**src/rtl/pipe_pkg.sv**
```systemverilog
// Shared definitions for the inter-stage pipeline registers: default widths
// and the bit positions of the per-instruction control payload.
package pipe_pkg;

  localparam int unsigned CTRL_W_DEFAULT = 6;
  localparam int unsigned EXMEM_DATA_W   = 72;
  localparam int unsigned CNT_W_DEFAULT  = 16;

  localparam int unsigned CTRL_BRANCH   = 0;
  localparam int unsigned CTRL_MEMREAD  = 1;
  localparam int unsigned CTRL_MEMTOREG = 2;
  localparam int unsigned CTRL_MEMWRITE = 3;
  localparam int unsigned CTRL_REGWRITE = 4;
  localparam int unsigned CTRL_BRTAKEN  = 5;

  // Occupancy of the two-entry register, used to pick the update rule.
  typedef enum logic [1:0] {
    OCC_EMPTY = 2'b00,
    OCC_MAIN  = 2'b01,
    OCC_FULL  = 2'b11
  } occ_e;

  function automatic occ_e occ_of(input logic m_valid, input logic s_valid);
    if (s_valid)      return OCC_FULL;
    else if (m_valid) return OCC_MAIN;
    else              return OCC_EMPTY;
  endfunction

endpackage

```
**src/rtl/pipe_sat_cnt.sv**
```systemverilog
// Saturating up-counter with synchronous active-high clear; sticks at all-ones.
module pipe_sat_cnt #(
  parameter int unsigned W = 16
) (
  input  logic         clk,
  input  logic         rst,
  input  logic         inc,
  output logic [W-1:0] cnt
);

  always_ff @(posedge clk) begin
    if (rst) begin
      cnt <= '0;
    end else if (inc && (cnt != '1)) begin
      cnt <= cnt + 1'b1;
    end
  end

endmodule

```
**src/rtl/pipe_stage_skid.sv**
```systemverilog
// Parametrised pipeline stage register with valid/ready handshake and a
// two-entry skid buffer. Define PIPE_PERF_CNT_EN to build the stall/flush counters.
module pipe_stage_skid
  import pipe_pkg::*;
#(
  parameter int unsigned DATA_W = EXMEM_DATA_W,
  parameter int unsigned CTRL_W = CTRL_W_DEFAULT,
  parameter int unsigned CNT_W  = CNT_W_DEFAULT
) (
  input  logic              clk,
  input  logic              rst,
  input  logic              flush,
  input  logic              in_valid,
  output logic              in_ready,
  input  logic [DATA_W-1:0] in_data,
  input  logic [CTRL_W-1:0] in_ctrl,
  output logic              out_valid,
  input  logic              out_ready,
  output logic [DATA_W-1:0] out_data,
  output logic [CTRL_W-1:0] out_ctrl,
  output logic [CNT_W-1:0]  stall_cnt,
  output logic [CNT_W-1:0]  flush_cnt
);

  logic              m_valid, s_valid, in_ready_q;
  logic [DATA_W-1:0] m_data, s_data;
  logic [CTRL_W-1:0] m_ctrl, s_ctrl;

  logic              m_valid_n, s_valid_n, in_ready_n;
  logic [DATA_W-1:0] m_data_n, s_data_n;
  logic [CTRL_W-1:0] m_ctrl_n, s_ctrl_n;

  logic accept, main_free;
  occ_e occ;

  assign accept    = in_valid & in_ready_q;
  assign main_free = ~m_valid | out_ready;
  assign occ       = occ_of(m_valid, s_valid);

  always_comb begin
    m_valid_n = m_valid;
    m_data_n  = m_data;
    m_ctrl_n  = m_ctrl;
    s_valid_n = s_valid;
    s_data_n  = s_data;
    s_ctrl_n  = s_ctrl;

    if (flush) begin
      m_valid_n = 1'b0;
      m_data_n  = '0;
      m_ctrl_n  = '0;
      s_valid_n = 1'b0;
      s_data_n  = '0;
      s_ctrl_n  = '0;
    end else if (main_free) begin
      if (occ == OCC_FULL) begin
        // in_ready is low whenever the skid is full, so no input competes here.
        m_valid_n = 1'b1;
        m_data_n  = s_data;
        m_ctrl_n  = s_ctrl;
        s_valid_n = 1'b0;
      end else if (accept) begin
        m_valid_n = 1'b1;
        m_data_n  = in_data;
        m_ctrl_n  = in_ctrl;
      end else begin
        m_valid_n = 1'b0;
      end
    end else if (accept) begin
      s_valid_n = 1'b1;
      s_data_n  = in_data;
      s_ctrl_n  = in_ctrl;
    end

    in_ready_n = ~s_valid_n;
  end

  always_ff @(posedge clk) begin
    if (rst) begin
      m_valid    <= 1'b0;
      m_data     <= '0;
      m_ctrl     <= '0;
      s_valid    <= 1'b0;
      s_data     <= '0;
      s_ctrl     <= '0;
      in_ready_q <= 1'b0;
    end else begin
      m_valid    <= m_valid_n;
      m_data     <= m_data_n;
      m_ctrl     <= m_ctrl_n;
      s_valid    <= s_valid_n;
      s_data     <= s_data_n;
      s_ctrl     <= s_ctrl_n;
      in_ready_q <= in_ready_n;
    end
  end

  assign in_ready  = in_ready_q;
  assign out_valid = m_valid;
  assign out_data  = m_data;
  assign out_ctrl  = m_valid ? m_ctrl : '0;

`ifdef PIPE_PERF_CNT_EN
  logic stall_inc, flush_inc;

  assign stall_inc = m_valid & ~out_ready;
  assign flush_inc = flush & (m_valid | s_valid);

  pipe_sat_cnt #(.W(CNT_W)) u_stall_cnt (
    .clk (clk),
    .rst (rst),
    .inc (stall_inc),
    .cnt (stall_cnt)
  );

  pipe_sat_cnt #(.W(CNT_W)) u_flush_cnt (
    .clk (clk),
    .rst (rst),
    .inc (flush_inc),
    .cnt (flush_cnt)
  );
`else
  assign stall_cnt = '0;
  assign flush_cnt = '0;
`endif

endmodule

```
**config.mk**
```make
export PLATFORM = sky130hd
export DESIGN_NAME = pipe_stage_skid
export DESIGN_NICKNAME = d
export VERILOG_FILES = /design/src/rtl/pipe_pkg.sv /design/src/rtl/pipe_sat_cnt.sv /design/src/rtl/pipe_stage_skid.sv
export SDC_FILE = /design/constraint.sdc
export NUM_CORES = 1
export LEC_CHECK = 0
export CAP_MARGIN = 0
export CELL_PAD_IN_SITES_DETAIL_PLACEMENT = 0
export CELL_PAD_IN_SITES_GLOBAL_PLACEMENT = 1
export CORE_ASPECT_RATIO = 1.75
export CORE_UTILIZATION = 38
export DETAILED_ROUTE_END_ITERATION = 8
export GPL_ROUTABILITY_DRIVEN = 0
export PLACE_DENSITY = 0.89
export SLEW_MARGIN = 20
export SYNTH_ARGS = -nofsm -noshare
export SYNTH_HDL_FRONTEND = slang
export SYNTH_SLANG_ARGS = --single-unit
```
**constraint.sdc**
```tcl
create_clock -name clk -period 2.8 [get_ports clk]
set_input_delay 0.84 -clock clk [delete_from_list [all_inputs] [get_ports clk]]
set_output_delay 0.84 -clock clk [all_outputs]
set_load 0.05 [all_outputs]
```
==> run_results.csv <==
group,metric,value,unit
logic_synthesis,synth_top_area_frac,0.4756,
flow_run,cap_violations,0,
timing,rsz0062_at_grt,"false",
clock_network,htreeDepth,4,
critical_path,worstReg2RegStart,"out_valid",
logic_synthesis,synth-main-ff-cell,"dfxtp_1",
logic_synthesis,synth_seq_area_share,0.4756,
timing,slew_headroom,0.3036,
critical_path,crit_start,"in_ready",
timing,setup_tns,0,ns
timing,fin_hold_ws,0.4529,ns
detailed_routing,vias,5641,
global_route,antenna_found_initial,1,
logic_synthesis,synthTopCellsByCount,"159 x dfxtp_1, 158 x a21oi_1, 156 x nand2_1",
detailed_routing,vias_per_cell,5.077,
critical_path,cp.arrival,1.64,ns
die,row_count,63,
worst_hold_path,min_from,"s_ctrl[5]",
critical_path,cp.required,1.96,ns
logic_synthesis,yosysTopAreaCell,"dfxtp_1",
layout,n_fill_cell,1614,
detailed_routing,drc,0,
placed_design,placed_cells_incl_taps,1077,
clock_network,postCtsSetupRepairBufs,0,
logic_synthesis,synth_area,6693,um^2
clock_network,cts_buffers,17,
logic_synthesis,synth_area_leaders,"dfxtp_1 48%, a21oi_1 12%, mux2i_1 12%, nand2_1 8.7%, a211oi_1 6.5%",
critical_path,path_buf_inv,1,
timing,hold_viol,0,
layout,instances_no_fill,1111,
die,fp.dieH,177.6,um
layout,syn_to_final_growth,33.61,%
die,coreArea,17110,um^2
critical_path,critPathTopFamily,"buffers and inverters",
timing,max_freq,403.6,MHz
global_route,gr-total-overflow,0,
critical_path,start_kind,"flop",
critical_path,crit_type,"reg2out",
logic_synthesis,netlist-cell-type-count,21,
logic_synthesis,avgSynthCellArea,8.947,um^2
placed_design,hpwl,10700,um
logic_synthesis,async_flop_share,0,
global_route,track_usage,0.2016,
logic_synthesis,syn_inst,748,
detailed_routing,wl_per_cell,16.05,um
timing,finalSetupViolCount,0,
layout,layout-drive-gt1-share,0.08400,
logic_synthesis,synth_edf_count,0,
logic_synthesis,yosysWarnings,0,
layout,multi_input_area,3075,um^2
critical_path,cp_max_fo,5,
detailed_routing,route.antenna.remaining_nets,0,
clock_network,clkLatencyLatePin,0.42,ns
detailed_routing,drt-initial-drc-count,233,
timing,report.final.slew_viol_count,0,
layout,seqCellArea,3187,um^2
worst_hold_path,whs_path_depth,2,
timing,tightest_slew,1.045,ns
critical_path,max_stage_delay,0.83,ns
global_route,grt_max_degree,82,
clock_network,cts-resized-gates,0,
critical_path,end_kind,"output pin",
detailed_routing,drt_wl_total,17830,um
timing,min_period,2.478,ns
worst_hold_path,hold_class,"reg2reg",
clock_network,clk_pin_slew,0.06,ns
power,p_per_area,599.4,nW/um^2
clock_network,cts-hold-fix-buffers,0,
clock_network,cts_root_buf,"clkbuf_16",
die,die_w,102.3,um
die,die-area,18170,um^2
status,status,"finished, final reports clean",
global_route,grt_pass1_vias,5363,
power,ir_drop,0.0003250,V
die,initial_core_util,0.3913,
detailed_routing,drtPass1Iterations,4,
placed_design,io_buffers,162,
layout,nNetsFinal,952,
power,finalPower,5360,uW
die,io_pins,195,
timing,finalClockSkew,0.01075,ns
clock_network,cts_tree,"done",
critical_path,crit_slowest_cell,"clkdlybuf4s50_1",
logic_synthesis,yosysMostFrequentCell,"dfxtp_1",
clock_network,cts.sinks,159,
critical_path,worst-path-stages,1,
critical_path,worst_r2r_path_depth,4,
global_route,grt_pass1_wl,28020,um
clock_network,clockBufferDepth,2,
power,p_leak,0.002825,uW
critical_path,cp_cell_sequence,"clkdlybuf4s50_1",
logic_synthesis,synth-seq-cells,159,
timing,period_share,0.8849,
state kept, by name, indices dropped and copies added (netlist names):
signal / flops
out_data: 72
s_data: 72
m_ctrl: 6
s_ctrl: 6
in_ready: 1
out_valid: 1
s_valid: 1
metal layers:
layer  share of wire  track usage  routed length [um]  vias to the layer above
li1                -            -                   -                     2792
met4           0.018      0.07202                 320                        0
met3           0.045      0.04608                 794                       17
met1            0.41       0.2259                7239                     2671
met2            0.53       0.3644                9476                      161
met5               0            0                   0                        -
final timing paths:
check	slack, ns	to
hold reg to reg	0.45	s_ctrl[5]
hold / removal	0.45	s_ctrl[5]
setup reg to reg	0.98	out_data[70]
setup / recovery	0.32	in_ready
cells in the final DEF, fill, tap and decap left out, drive strengths merged, types with 3 or more instances in the layout:
master,netlist,routed
conb,1,32
clkdlybuf4s50,0,156
bufinv,0,3
a21oi,158,158
buf,58,18
and2,7,7
nand2,156,156
clkinv,0,3
clkbuf,45,18
mux2i,78,78
dfxtp,159,159
clkinvlp,0,3
inv,0,4
a211oi,78,78
diode,0,3
power breakdown:
part | switching, uW | internal (uW) | leakage, uW
logic | 430 | 246 | 0.00125
registers | 25.9 | 2300 | 0.00129
clock network | 951 | 1400 | 0.000283
total | 1410 | 3950 | 0.00283
cell type report:
class / count / area share
Clock buffer: 18 / 0.04799
Multi-Input combinational cell: 517 / 0.3439
Tap cell: 227 / 0.03176
Sequential cell: 159 / 0.3564
Timing Repair Buffer: 174 / 0.2009
Antenna cell: 3 / 0.0008395
Clock inverter: 13 / 0.01819
cell families after synthesis:
logic type / share of synthesized area
multiplexers: 0.1167
AND/OR/NAND/NOR: 0.1010
AO/OA/AOI/OAI: 0.2217
buffers and inverters: 0.08450
flip-flops: 0.4756
other: 0.0005603
through the flow:
stage | util | cell area, um^2 | setup slack (ns)
global route | 0.5225 | 8937 | 0.2678
CTS | 0.5223 | 8935 | 0.2887
floorplan | - | 6809 | 0.7440
detailed placement | 0.4877 | 8343 | -0.009653
finish | 0.5228 | 8942 | 0.3223
global placement | 0.4877 | 8343 | 0.06236
No activity file was read; power rests on OpenSTA's default activity.
